## src/rtl/seq_chunk_alu.sv

```systemverilog
`default_nettype none
// ============================================================================
//  Module   : seq_chunk_alu
//  Purpose  : Multi-cycle add/subtract ALU. It ripples one CHUNK-bit slice per
//             clock and registers the sign/carry/zero/parity/overflow flags.
//  Revision : 1.0
// ============================================================================
module seq_chunk_alu #(
    parameter int WIDTH = 16,
    parameter int CHUNK = 4
) (
    input  logic             clk,
    input  logic             rst,
    input  logic             start,
    input  logic             op,
    input  logic [WIDTH-1:0] X,
    input  logic [WIDTH-1:0] Y,
    output logic             busy,
    output logic             done,
    output logic [WIDTH-1:0] out,
    output logic             sign,
    output logic             carry,
    output logic             zero,
    output logic             parity,
    output logic             overflow
);

    localparam int NCHUNK = WIDTH / CHUNK;
    localparam int IDXW   = (NCHUNK > 1) ? $clog2(NCHUNK) : 1;
    localparam logic [IDXW-1:0] c_last_idx = IDXW'(NCHUNK - 1);

    typedef enum logic [1:0] {
        S_IDLE = 2'd0,
        S_RUN  = 2'd1,
        S_DONE = 2'd2
    } state_t;

    state_t            r_state;
    state_t            w_state_next;
    logic [IDXW-1:0]   r_idx;
    logic [WIDTH-1:0]  r_a;
    logic [WIDTH-1:0]  r_b;
    logic              r_c;
    logic [WIDTH-1:0]  r_res;
    logic [WIDTH-1:0]  r_out;
    logic              r_sign;
    logic              r_carry;
    logic              r_zero;
    logic              r_parity;
    logic              r_overflow;

    logic              w_accept;
    logic              w_last;
    logic [CHUNK:0]    w_slice;
    logic [WIDTH-1:0]  w_res_next;

    // A new operation is only taken when no operation is in flight.
    assign w_accept = start && ((r_state == S_IDLE) || (r_state == S_DONE));
    assign w_last   = (r_idx == c_last_idx);

    assign w_slice = {1'b0, r_a[r_idx*CHUNK +: CHUNK]}
                   + {1'b0, r_b[r_idx*CHUNK +: CHUNK]}
                   + {{CHUNK{1'b0}}, r_c};

    always_comb begin
        w_res_next = r_res;
        w_res_next[r_idx*CHUNK +: CHUNK] = w_slice[CHUNK-1:0];
    end

    always_comb begin
        w_state_next = r_state;
        case (r_state)
            S_IDLE:  if (w_accept) w_state_next = S_RUN;
            S_RUN:   if (w_last)   w_state_next = S_DONE;
            S_DONE:  w_state_next = w_accept ? S_RUN : S_IDLE;
            default: w_state_next = S_IDLE;
        endcase
    end

    always_ff @(posedge clk) begin
        if (rst) begin
            r_state    <= S_IDLE;
            r_idx      <= '0;
            r_a        <= '0;
            r_b        <= '0;
            r_c        <= 1'b0;
            r_res      <= '0;
            r_out      <= '0;
            r_sign     <= 1'b0;
            r_carry    <= 1'b0;
            r_zero     <= 1'b0;
            r_parity   <= 1'b0;
            r_overflow <= 1'b0;
        end else begin
            r_state <= w_state_next;
            if (w_accept) begin
                // Subtraction is A + ~B + 1, the +1 entering as the initial carry.
                r_a   <= X;
                r_b   <= op ? ~Y : Y;
                r_c   <= op;
                r_idx <= '0;
            end else if (r_state == S_RUN) begin
                r_res <= w_res_next;
                r_c   <= w_slice[CHUNK];
                r_idx <= w_last ? '0 : r_idx + 1'b1;
                if (w_last) begin
                    r_out      <= w_res_next;
                    r_sign     <= w_res_next[WIDTH-1];
                    r_carry    <= w_slice[CHUNK];
                    r_zero     <= (w_res_next == '0);
                    r_parity   <= ~^w_res_next;
                    r_overflow <= (r_a[WIDTH-1] & r_b[WIDTH-1] & ~w_res_next[WIDTH-1])
                                | (~r_a[WIDTH-1] & ~r_b[WIDTH-1] & w_res_next[WIDTH-1]);
                end
            end
        end
    end

    assign busy     = (r_state == S_RUN);
    assign done     = (r_state == S_DONE);
    assign out      = r_out;
    assign sign     = r_sign;
    assign carry    = r_carry;
    assign zero     = r_zero;
    assign parity   = r_parity;
    assign overflow = r_overflow;

endmodule
`default_nettype wire

```

## config.mk

```make
export PLATFORM = sky130hd
export DESIGN_NAME = seq_chunk_alu
export DESIGN_NICKNAME = d
export VERILOG_FILES = /design/src/rtl/seq_chunk_alu.sv
export SDC_FILE = /design/constraint.sdc
export NUM_CORES = 1
export LEC_CHECK = 0
export CAP_MARGIN = 15
export CORE_MARGIN = 10
export CORE_UTILIZATION = 32
export DETAILED_ROUTE_END_ITERATION = 16
export GPL_TIMING_DRIVEN = 1
export PLACE_DENSITY_LB_ADDON = 0.12
export SLEW_MARGIN = 20
export SYNTH_ARGS = -nofsm -noshare
export SYNTH_HDL_FRONTEND = slang
export SYNTH_SLANG_ARGS = --single-unit
```

## constraint.sdc

```tcl
create_clock -name clk -period 6.4 [get_ports clk]
set_clock_uncertainty 0.1 [all_clocks]
set_input_delay 0.64 -clock clk [delete_from_list [all_inputs] [get_ports clk]]
set_output_delay 0.64 -clock clk [all_outputs]
set_load 0.005 [all_outputs]
```

After elaboration in Yosys (flattened, before gate mapping)
Index checks and enable logic that the tools add are counted.
{ "word_totals": {"ff_bits": 74, "output_inout_bits": 23, "mem_bits_rw": 0, "mem_bits_ro": 0, "memories": 0, "input_bits": 36, "latch_bits": 0} }
{ "op_classes": {"mul": 0, "magnitude_cmp": 0, "bitwise": 10, "div_mod_pow": 0, "n_shift": 4, "n_eq_ne": 5, "reduce_logical": 10, "add_sub_neg": 4, "mux": 9} }
{ "ops": {"columns": ["operator", "count"], "rows": [
  ["4-bit negation with 34-bit output", 1],
  ["4-bit by 34-bit variable shift with 16-bit output (first input constant)", 1],
  ["4-bit by 34-bit variable part select with 16-bit output", 1],
  ["16-bit by 5-bit variable part select with 4-bit output", 2],
  ["16-bit bitwise mux", 1],
  ["16-bit logical NOT", 1],
  ["16-bit 2-to-1 mux", 1],
  ["16-bit inverter", 1],
  ["16-bit XNOR reduction", 1],
  ["2-bit 2-to-1 mux", 3],
  ["2-bit case mux with 3 select lines", 1],
  ["4-bit by 4-bit adder with 5-bit output", 1],
  ["5-bit by 1-bit adder with 5-bit output", 1],
  ["1-bit AND", 4],
  ["2-bit == test (second input constant)", 2],
  ["1-bit inverter", 4],
  ["2-bit AND reduction", 2],
  ["1-bit 2-to-1 mux", 3],
  ["3-bit AND reduction", 1],
  ["2-bit by 1-bit adder with 2-bit output (second input constant)", 1],
  ["2-bit by 1-bit == test with 1-bit output (second input constant)", 1],
  ["2-bit logical NOT", 1],
  ["2-bit by 1-bit != test with 1-bit output (second input constant)", 1],
  ["2-bit != test (second input constant)", 1],
  ["5 further kinds", 5]
]} }

Logic depth before layout (Yosys ltp)
Gate-level depths: netlist of the first run.
{ "depth": {"word_depth": 8, "mapped_depth": 13} }

Worst setup path after synthesis of the first run
Ideal clock, no wire load.
{ "synth_timing": {"path_type": "register to register", "start": "reg r_idx[0]", "end": "reg r_parity, in the netlist parity", "path_stages_with_launch": 14, "setup_time_ns": 0.086, "required_time_ns": 6.214, "setup_slack_ns": 2.491, "arrival_time_ns": 3.723, "cell_sequence": "dfxtp_1 buf_2 mux4_2 fa_1 a21o_1 a21o_1 xnor2_1 a31oi_1 ha_1 xnor2_1 xnor2_1 xnor3_1 xnor2_1 a211oi_1"} }
{ "synth_between": {"elab_chain_len": 6, "word_cells_on_any_way": 11, "classes_between": "add/sub: 3; eq/ne: 1; shift: 4; mux: 1; reduce/logical: 2"} }
{ "synth_lines": {"columns": ["item", "line", "source"], "rows": [
  ["from (decl)", "40", "logic [IDXW-1:0] r_idx;"],
  ["from (signal assigned)", "105", "r_idx <= w_last ? '0 : r_idx + 1'b1;"],
  ["16-bit by 5-bit variable part select with 4-bit output (on tied branches)", "61, 62", null],
  ["4-bit by 4-bit adder with 5-bit output", "62", "+ {1'b0, r_b[r_idx*CHUNK +: CHUNK]}"],
  ["5-bit by 1-bit adder with 5-bit output", "63", "+ {{CHUNK{1'b0}}, r_c};"],
  ["4-bit by 34-bit variable part select with 16-bit output", "67", "w_res_next[r_idx*CHUNK +: CHUNK] = w_slice[CHUNK-1:0];"],
  ["16-bit bitwise mux", "67", null],
  ["16-bit XNOR reduction", "111", "r_parity <= ~^w_res_next;"],
  ["to (signal assigned)", "111", null],
  ["to (decl)", "49", "logic r_parity;"]
]} }
Several ways; a longest one is shown, not always the timed one.
A chain may end at the register's enable or synchronous reset.

Final worst setup path of the first run
Same ends and word-level chain as after synthesis.

==> impl_metrics.yaml, run 1 <==
pwr:
  p_sw_uw: 303
  intPower_uw: 826
  p_clk_share_pct: 35.4
  p_sw_share_pct: 26.9
  p_leak_uw: 0.00155
  p_total_uw: 1130
  powerDensity_mw_per_mm2: 258
  ir_worst_vdd_mv: 0.108
  power_frac_comb_pct: 20.6
  p_seq_share_pct: 44.1
timing:
  timing.setup.tns_ns: 0
  worst_pin_slew_ns: 0.864
  rsz0062_at_grt: "no"
  setup_violations: 0
  final_hold_viol_count: 0
  fin_crit_sh_pct: 68.9
  drv_slew: 0
  max_freq_mhz: 227
  slew_headroom_pct: 42.2
  period_needed_ns: 4.41
global_route:
  use_met1_pct: 14.1
  grt_pass1_wl_um: 14300
  overflow: 0
  busiest_layer: "met2"
  grtUsageMet3_pct: 3.74
  first_global_vias: 2763
  grtUsageMet2_pct: 16.6
  antenna_found_initial: 0
  grt_usage_pct: 10.9
  grt_max_degree: 74
synth:
  netlist_instances: 378
  syn-num-nets: 432
  ys.warnings.count: 0
  netlist.area_leader.share_pct: 42.1
  async_reset_ff_share_pct: 0
  ys_seq_area_share_pct: 42.1
  synth-seq-cells: 73
  avgSynthCellArea_um2: 9.19
  synth_ff_type: "dfxtp_1"
  synth_area_leaders: "dfxtp_1 (42%), a211oi_1 (11%), nor2_1 (6.2%)"
  synthDistinctLibCells: 35
  netlist_area_mm2: 0.00347
  synth_edf_count: 0
  yosys.area.top_type: "dfxtp_1"
placed_design:
  post-place-cells: 546
  dpl.hpwl_um: 6010
  gp_congestion: 0.832
  numPortBuffers: 58
min_path:
  worstHoldPathType: "reg2reg"
  min_to: "r_a[11]"
  hold_depth: 2
  min_from: "r_a[11]"
drt:
  drc: 0
  wl_um: 8290
  ant_nets: 0
  drt-pass1-iter-count: 4
  drt_iter0_markers: 123
  viasPerCell: 4.89
  post_drt_wl_per_cell_um: 14.7
  vias: 2755
setup_path:
  worst-setup-path-type: "reg2reg"
  cp_slowest_stage_delay_ns: 0.87
  crit_top_cell: "xnor2_1"
  r2r-start: "r_idx[0]"
  worstRegToRegCells: 12
  critical_path.slowest_cell: "dfxtp_1"
  crit_required_ns: 6.56
  timing.rr.end: "parity"
  worstPathArrival_ns: 4.57
  worstPathMaxFanout: 17
  critPathCaptureType: "register"
  start_kind: "register"
  rrSetupSlack_ns: 1.99
  path_cells: "mux4_2 -> fa_1 -> a21o_1 -> a21o_1 -> xnor2_1 -> a31oi_1 -> ha_1 -> xnor2_1 -> xnor2_1 -> xnor3_1 -> xnor2_1 -> a211oi_1"
clock_tree:
  cts_setup_buffers: 0
  cts_buffers: 9
  clkTransAtPathRegs_ns: 0.08
  cts_hold_buf: 0
  cts_max_level: 3
  cts_tree: "done"
  clockRootBuffer: "clkbuf_8"
  cts-resized-gates: 0
  clk_latency_ns: 0.35
  clockBufferDepth: 2
  clkSinkCount: 73
layout:
  fill_cells: 1074
  fin_cells: 563
  drive_above_1_share_pct: 7.96
  finalCoreUtilization_pct: 41.8
  antenna_cells: 0
  areaGrowthSynthToFinish_pct: 25.9
  finalNetCount: 476
job:
  cap_violations: 0
floorplan:
  initial_core_util_pct: 33.2
  row_count: 37
  die_x_um: 124
  dieArea_mm2: 0.0154
  ios: 59
  core_mm2: 0.0105
  die_y_um: 124
run_status:
  status: "completed"
==> routing by layer <==
metal	vias to the layer above	share of wire, %
li1	1427	-
met4	0	1.4
met2	49	45
met1	1270	49
met3	9	4.8
met5	-	0
==> cells in the final DEF, fill, tap and decap left out, types with 2 or more instances in the layout <==
cell type	count
dfxtp_1	73
nor2_1	57
clkdlybuf4s50_1	57
a211oi_1	50
nand2_1	35
xnor2_1	23
a21oi_1	20
ha_1	16
nor2b_1	14
a31oi_1	12
clkbuf_8	10
inv_1	9
mux4_2	8
a21o_1	3
nor3b_1	3
a22oi_1	3
buf_4	3
nand2b_1	2
nor3_1	2
nand3_1	2
fa_1	2
bufinv_16	2
clkinv_2	2
==> state kept, by name, indices dropped and copies added, names as in the netlist <==
| name | count |
|---|---|
| r_state | 2 |
| r_idx | 2 |
| r_res | 16 |
| parity | 1 |
| out | 16 |
| zero | 1 |
| r_c | 1 |
| carry | 1 |
| r_a | 16 |
| r_b | 16 |
| overflow | 1 |
==> stage by stage <==
step | setup WS (ns) | cell area, um^2 | hold WS (ns)
floorplan | 2.49 | 3470 | 0.333
global placement | 2.09 | 4140 | 0.350
detailed placement | 1.96 | 4140 | 0.351
CTS | 1.91 | 4360 | 0.364
global route | 1.73 | 4380 | 0.379
finish | 1.99 | 4380 | 0.360
==> synth_stat cells (all sizes together) (2+ instances only) <==
master   n
dfxtp   73
nor2    57
a211oi  51
nand2   35
xnor2   23
clkbuf  22
a21oi   20
ha      16
nor2b   16
a31oi   12
inv      9
mux4     8
buf      7
a21o     3
a22oi    3
nor3b    3
fa       2
nand2b   2
nand3    2
nor3     2
==> power groups by stage <==
stage	combinational, uW	clock, uW	sequential [uW]
2_1_floorplan	174	0	500
3_3_place_gp	227	0	509
3_5_place_dp	231	0	509
4_1_cts	233	411	498
5_1_grt	260	429	502
6_report	232	400	497
==> worst max-delay path: cells and delay by family, from the launching register on <==
family,cells,cell delay (ns)
muxes,1,0.62
adders and majority gates,2,0.73
xor gates and xnor gates,5,1.03
DFF,1,0.87
AOI/OAI and AO/OA,4,0.97
==> cell type report <==
| type | instances | area [um^2] | area share [%] |
|---|---|---|---|
| Clock buffer | 11 | 141 | 3.23 |
| Clock inverter | 5 | 78.8 | 1.80 |
| Inverter | 9 | 33.8 | 0.772 |
| Multi-Input combinational cell | 267 | 1870 | 42.8 |
| Sequential cell | 73 | 1460 | 33.4 |
| Tap cell | 136 | 170 | 3.89 |
| Timing Repair Buffer | 62 | 618 | 14.1 |
==> kinds of logic (layout without fill, tap and decap cells) <==
kind of cell / Yosys count / in the layout / synth area share (%)
xor gates and xnor gates: 25 / 25 / 6.70
AOI/OAI and AO/OA: 93 / 93 / 18.9
DFF: 73 / 73 / 42.1
and+or+nand+nor: 122 / 122 / 15.6
muxes: 9 / 9 / 5.47
adders and majority gates: 18 / 18 / 6.91
buffers and inverters: 38 / 87 / 4.36
==> how the worst max path moves through the flow <==
stage,depth (start not counted),to,slack [ns],startpoint
after floorplan,13,parity,2.49,r_idx[0]
after global placement,12,parity,2.09,r_idx[0]
after detailed placement,12,parity,1.96,r_idx[0]
after CTS,12,parity,1.91,r_idx[0]
after global routing,12,parity,1.73,r_idx[0]
final,12,parity,1.99,r_idx[0]
Power figures use the tool's default switching activity.
==> run 2: changes to the inputs <==
Clock period 6.4 ns to 4.3 ns, I/O delays scaled along.
==> run 2 against run 1 <==
Sequential cell count did not move. Sequential share of layout area shrank 0.14 points. Total power rose by 46%. Worst setup slack worse by 1.7 ns. Core utilization increased by 0.22 points.
==> impl_metrics.yaml, run 2 (same netlist as run 1, synthesis figures left out) <==
run_status:
  status: "completed"
global_route:
  overflow: 0
  grt_usage_pct: 10.9
  first_global_vias: 2814
  antenna_found_initial: 0
  grt_pass1_wl_um: 14200
  grt_max_degree: 53
clock_tree:
  clkSinkCount: 73
  clkTransAtPathRegs_ns: 0.09
  cts_max_level: 3
  cts_buffers: 9
  clk_latency_ns: 0.35
  clockBufferDepth: 2
  cts_hold_buf: 0
  clockRootBuffer: "clkbuf_8"
  cts_tree: "done"
  cts-resized-gates: 0
  cts_setup_buffers: 0
timing:
  worst_pin_slew_ns: 0.910
  drv_slew: 0
  setup_violations: 0
  period_needed_ns: 3.98
  timing.setup.tns_ns: 0
  slew_headroom_pct: 39.4
  fin_crit_sh_pct: 92.5
  final_hold_viol_count: 0
  rsz0062_at_grt: "no"
  max_freq_mhz: 252
setup_path:
  critPathCaptureType: "register"
  worstPathMaxFanout: 8
  path_buf_inv: 0
  cpLargestDelayFamily: "XOR/XNOR gates"
  start_kind: "register"
  cp_slowest_stage_delay_ns: 0.55
  crit_required_ns: 4.46
  worstPathArrival_ns: 4.13
  critical_path.slowest_cell: "mux4_2"
  crit_top_cell: "xnor2_1"
  worst-setup-path-type: "reg2reg"
  path_cells: "mux4_2 -> fa_1 -> a21o_1 -> a21o_1 -> xnor2_1 -> a31oi_1 -> ha_1 -> xnor2_1 -> xnor2_1 -> xnor3_1 -> xnor2_1 -> a211oi_1"
layout:
  drive_above_1_share_pct: 9.49
  final_common_cell: "dfxtp_1"
  antenna_cells: 0
  areaGrowthSynthToFinish_pct: 26.6
  layout_common_cells: "dfxtp_1 (72), nor2_1 (57), clkdlybuf4s50_1 (57), a211oi_1 (50), nand2_1 (35)"
  finalNetCount: 481
pwr:
  p_seq_share_pct: 44.8
  powerDensity_mw_per_mm2: 375
  p_total_uw: 1650
  p_leak_uw: 0.00156
  p_sw_uw: 474
  power_frac_comb_pct: 21.6
  ir_worst_vdd_mv: 0.181
  p_sw_share_pct: 28.7
  intPower_uw: 1180
  p_clk_share_pct: 33.6
placed_design:
  numPortBuffers: 58
  gp_congestion: 0.819
  dpl.hpwl_um: 6280
floorplan:
  initial_core_util_pct: 33.2
  row_count: 37
  ios: 59
  dieArea_mm2: 0.0154
  core_mm2: 0.0105
  die_y_um: 124
  die_x_um: 124
drt:
  viasPerCell: 4.86
  ant_nets: 0
  post_drt_wl_per_cell_um: 15.1
  drt-pass1-iter-count: 4
  vias: 2761
  drt_iter0_markers: 82
  wl_um: 8590
  drc: 0
job:
  cap_violations: 0
min_path:
  worstHoldPathType: "reg2reg"
## run 2: changes by cell type in the layout (fill, tap and decap cells not counted)
cell,before,now
clkinvlp_4,0,3
bufinv_16,2,1
clkinv_2,2,1
dfxtp_2,0,1
inv_6,0,1
clkinv_4,1,0
clkbuf_1,1,0
buf_4,3,8
dfxtp_1,73,72
## run 2: power groups by stage
stage	clock, uW	combinational, uW	sequential [uW]
after CTS	573	357	740
after global placement	0	345	756
after detailed placement	0	356	755
after global routing	602	393	744
after floorplan	0	259	744
final	555	357	739
## run 2: worst paths after layout
path / cells after the start / end / slack (ns) / from
setup / recovery: 12 / parity / 0.32 / r_idx[0]
hold / removal: 2 / r_a[7] / 0.36 / r_a[7]
setup reg to reg: 12 / parity / 0.32 / r_idx[0]
hold reg to reg: 2 / r_a[7] / 0.36 / r_a[7]
## run 2: final cells by class
cell class | instances | area (um^2)
clock inverter | 6 | 66.3
fill | 1076 | 6060
inverter | 9 | 33.8
clock buffer | 10 | 138
tap | 136 | 170
sequential | 73 | 1460
timing repair buffer | 67 | 656
multi-input combinational | 267 | 1870
## run 2: tightest hold or removal path, stage by stage, from the launching register on
cell and delay, ns:
dfxtp_1 0.32, nand2_1 0.05, a21oi_1 0.05
## run 2: layer usage
layer / up-vias / GRT usage (%) / part of all wire (%)
met4: 0 / 3.14 / 0.76
li1: 1431 / - / -
met5: - / 0 / 0
met2: 55 / 16.9 / 46
met1: 1271 / 13.9 / 49
met3: 4 / 3.57 / 4.2
## run 2: per-stage QoR
step | setup WS [ns] | util (%) | area (um^2) | hold WS, ns | instances
2_1_floorplan | 0.391 | - | 3470 | 0.333 | 378
3_3_place_gp | 0.262 | 39.9 | 4170 | 0.357 | 551
3_5_place_dp | 0.138 | 39.9 | 4170 | 0.348 | 551
4_1_cts | 0.116 | 41.8 | 4380 | 0.360 | 567
5_1_grt | 0.135 | 42.0 | 4400 | 0.379 | 568
6_report | 0.324 | 42.0 | 4400 | 0.358 | 568
==> run 3: changes to the inputs <==
Settings changed: GPL_TIMING_DRIVEN 1 to 0.
==> run 3 against run 2 <==
Core utilization rose by 0.19 points. Sequential power fell by 0.5%. Non-clock buffer count rose by 18. Total power fell by 1.4%. Largest power group unchanged. Clock-buffer cell count unchanged. Sequential share of layout area shrank 0.15 points. Fmax fell by 3.1%. Hold slack got worse by 0.00092 ns. Die area did not move. Via count is 3.4% higher. Cell count increased by 3.2%. Sequential cell count unchanged.
==> impl_metrics.yaml, run 3 (same netlist as run 1, synthesis figures left out) <==
min_path:
  worstHoldPathType: "reg2reg"
  min_from: "r_a[11]"
timing:
  final_hold_viol_count: 0
  fin_crit_sh_pct: 95.5
  slew_headroom_pct: 57.5
  drv_slew: 0
  max_freq_mhz: 244
  setup_slack_ns: 0.195
  timing.setup.tns_ns: 0
  worst_pin_slew_ns: 0.637
  period_needed_ns: 4.10
  rsz0062_at_grt: "no"
  setup_violations: 0
pwr:
  p_leak_uw: 0.00156
  powerDensity_mw_per_mm2: 368
  ir_worst_vdd_mv: 0.183
layout:
  finalNetCount: 499
  post-route-cell-area_mm2: 0.00442
  multi_input_area_mm2: 0.00187
  layout_common_cells: "dfxtp_1 (72), nor2_1 (57), clkdlybuf4s50_1 (56), a211oi_1 (50), nand2_1 (35)"
  drive_above_1_share_pct: 7.78
  fill_cells: 1113
  final_common_cell: "dfxtp_1"
  areaGrowthSynthToFinish_pct: 27.2
  antenna_cells: 0
  regArea_mm2: 0.00146
floorplan:
  initial_core_util_pct: 33.2
  die_x_um: 124
  dieArea_mm2: 0.0154
  core_mm2: 0.0105
  ios: 59
  row_count: 37
  die_y_um: 124
setup_path:
  cpLargestDelayFamily: "XOR/XNOR gates"
  r2r-start: "r_idx[0]"
  path_buf_inv: 1
  worstPathArrival_ns: 4.27
  worst-setup-path-type: "reg2reg"
  path_cells: "buf_6 -> mux4_2 -> fa_1 -> a21o_1 -> a21o_1 -> xnor2_2 -> a31oi_1 -> ha_1 -> xnor2_1 -> xnor2_1 -> xnor3_1 -> xnor2_1 -> a211oi_1"
  start_kind: "register"
  cp_slowest_stage_delay_ns: 0.55
  critPathCaptureType: "register"
  worstPathMaxFanout: 10
  crit_start: "r_idx[0]"
  critical_path.slowest_cell: "mux4_2"
  crit_required_ns: 4.46
  crit_top_cell: "xnor2_1"
  rrSetupSlack_ns: 0.20
placed_design:
  numPortBuffers: 56
  dpl.hpwl_um: 6970
  dpl-instance-area_mm2: 0.00421
  gp_congestion: 0.805
  place_ws_ns: -0.279
drt:
  viasPerCell: 4.87
  post_drt_wl_per_cell_um: 15.4
  drt-pass1-iter-count: 4
  ant_nets: 0
  drc: 0
  wl_um: 9030
  vias: 2855
  drt_iter0_markers: 109
clock_tree:
  cts_hold_buf: 0
  cts_setup_buffers: 0
  clockRootBuffer: "clkbuf_8"
  clkTransAtPathRegs_ns: 0.08
  cts_buffers: 9
  clk_latency_ns: 0.35
  cts_tree: "done"
  cts-resized-gates: 3
  cts_max_level: 3
  clockBufferDepth: 2
  clkSinkCount: 73
global_route:
  antenna_found_initial: 0
  grt_usage_pct: 11.3
  overflow: 0
  grt_pass1_wl_um: 14600
  first_global_vias: 2890
  grt_max_degree: 14
job:
  cap_violations: 0
run_status:
  status: "completed"
run 3: cell types whose count changed in the layout (fill, tap and decap cells not counted), sizes merged:
cell           before  now
clkinvlp            3    1
clkinv              1    4
clkdlybuf4s50      57   56
inv                10    9
buf                10    7
clkbuf             10   32
run 3: through the flow:
step	cells	power, uW	util [%]	hold WS, ns
6_report	586	1630	42.2	0.357
4_1_cts	586	1650	42.2	0.358
3_3_place_gp	570	1110	40.2	0.340
3_5_place_dp	570	1110	40.2	0.347
2_1_floorplan	378	1000	-	0.333
5_1_grt	586	1720	42.2	0.383
run 3: path summary, 6_finish.rpt:
path | endpoint | depth (start not counted)
setup / recovery | parity | 13
hold reg to reg | r_a[11] | 2
setup reg to reg | parity | 13
hold / removal | r_a[11] | 2
run 3: cell type report:
| cell class | count | area share, % |
|---|---|---|
| Clock inverter | 6 | 1.56 |
| Tap cell | 136 | 3.85 |
| Buffer | 29 | 2.83 |
| Clock buffer | 10 | 2.89 |
| Multi-Input combinational cell | 267 | 42.3 |
| Timing Repair Buffer | 56 | 12.7 |
| Sequential cell | 73 | 33.1 |
| Inverter | 9 | 0.765 |
run 3: worst register-to-register path: stages, from the launching register on:
cell and delay (ns):
dfxtp_2 0.42, buf_6 0.21, mux4_2 0.55, fa_1 0.42, a21o_1 0.19, a21o_1 0.23, xnor2_2 0.29, a31oi_1 0.20
ha_1 0.33, xnor2_1 0.18, xnor2_1 0.17, xnor3_1 0.36, xnor2_1 0.13, a211oi_1 0.23
run 3: layer usage:
layer  vias to the layer above  share of wire, %  GRT usage (%)
met5                         -                 0              0
met4                         0              0.68           2.93
met3                         4               5.6           3.91
met2                        64                47           18.0
met1                      1323                46           14.2
li1                       1464                 -              -
run 3: report_power, final:
part | leakage (uW) | switching (uW) | internal [uW]
clock | 0.0000964 | 260 | 270
sequential | 0.000598 | 20.7 | 715
combinational | 0.000866 | 188 | 175
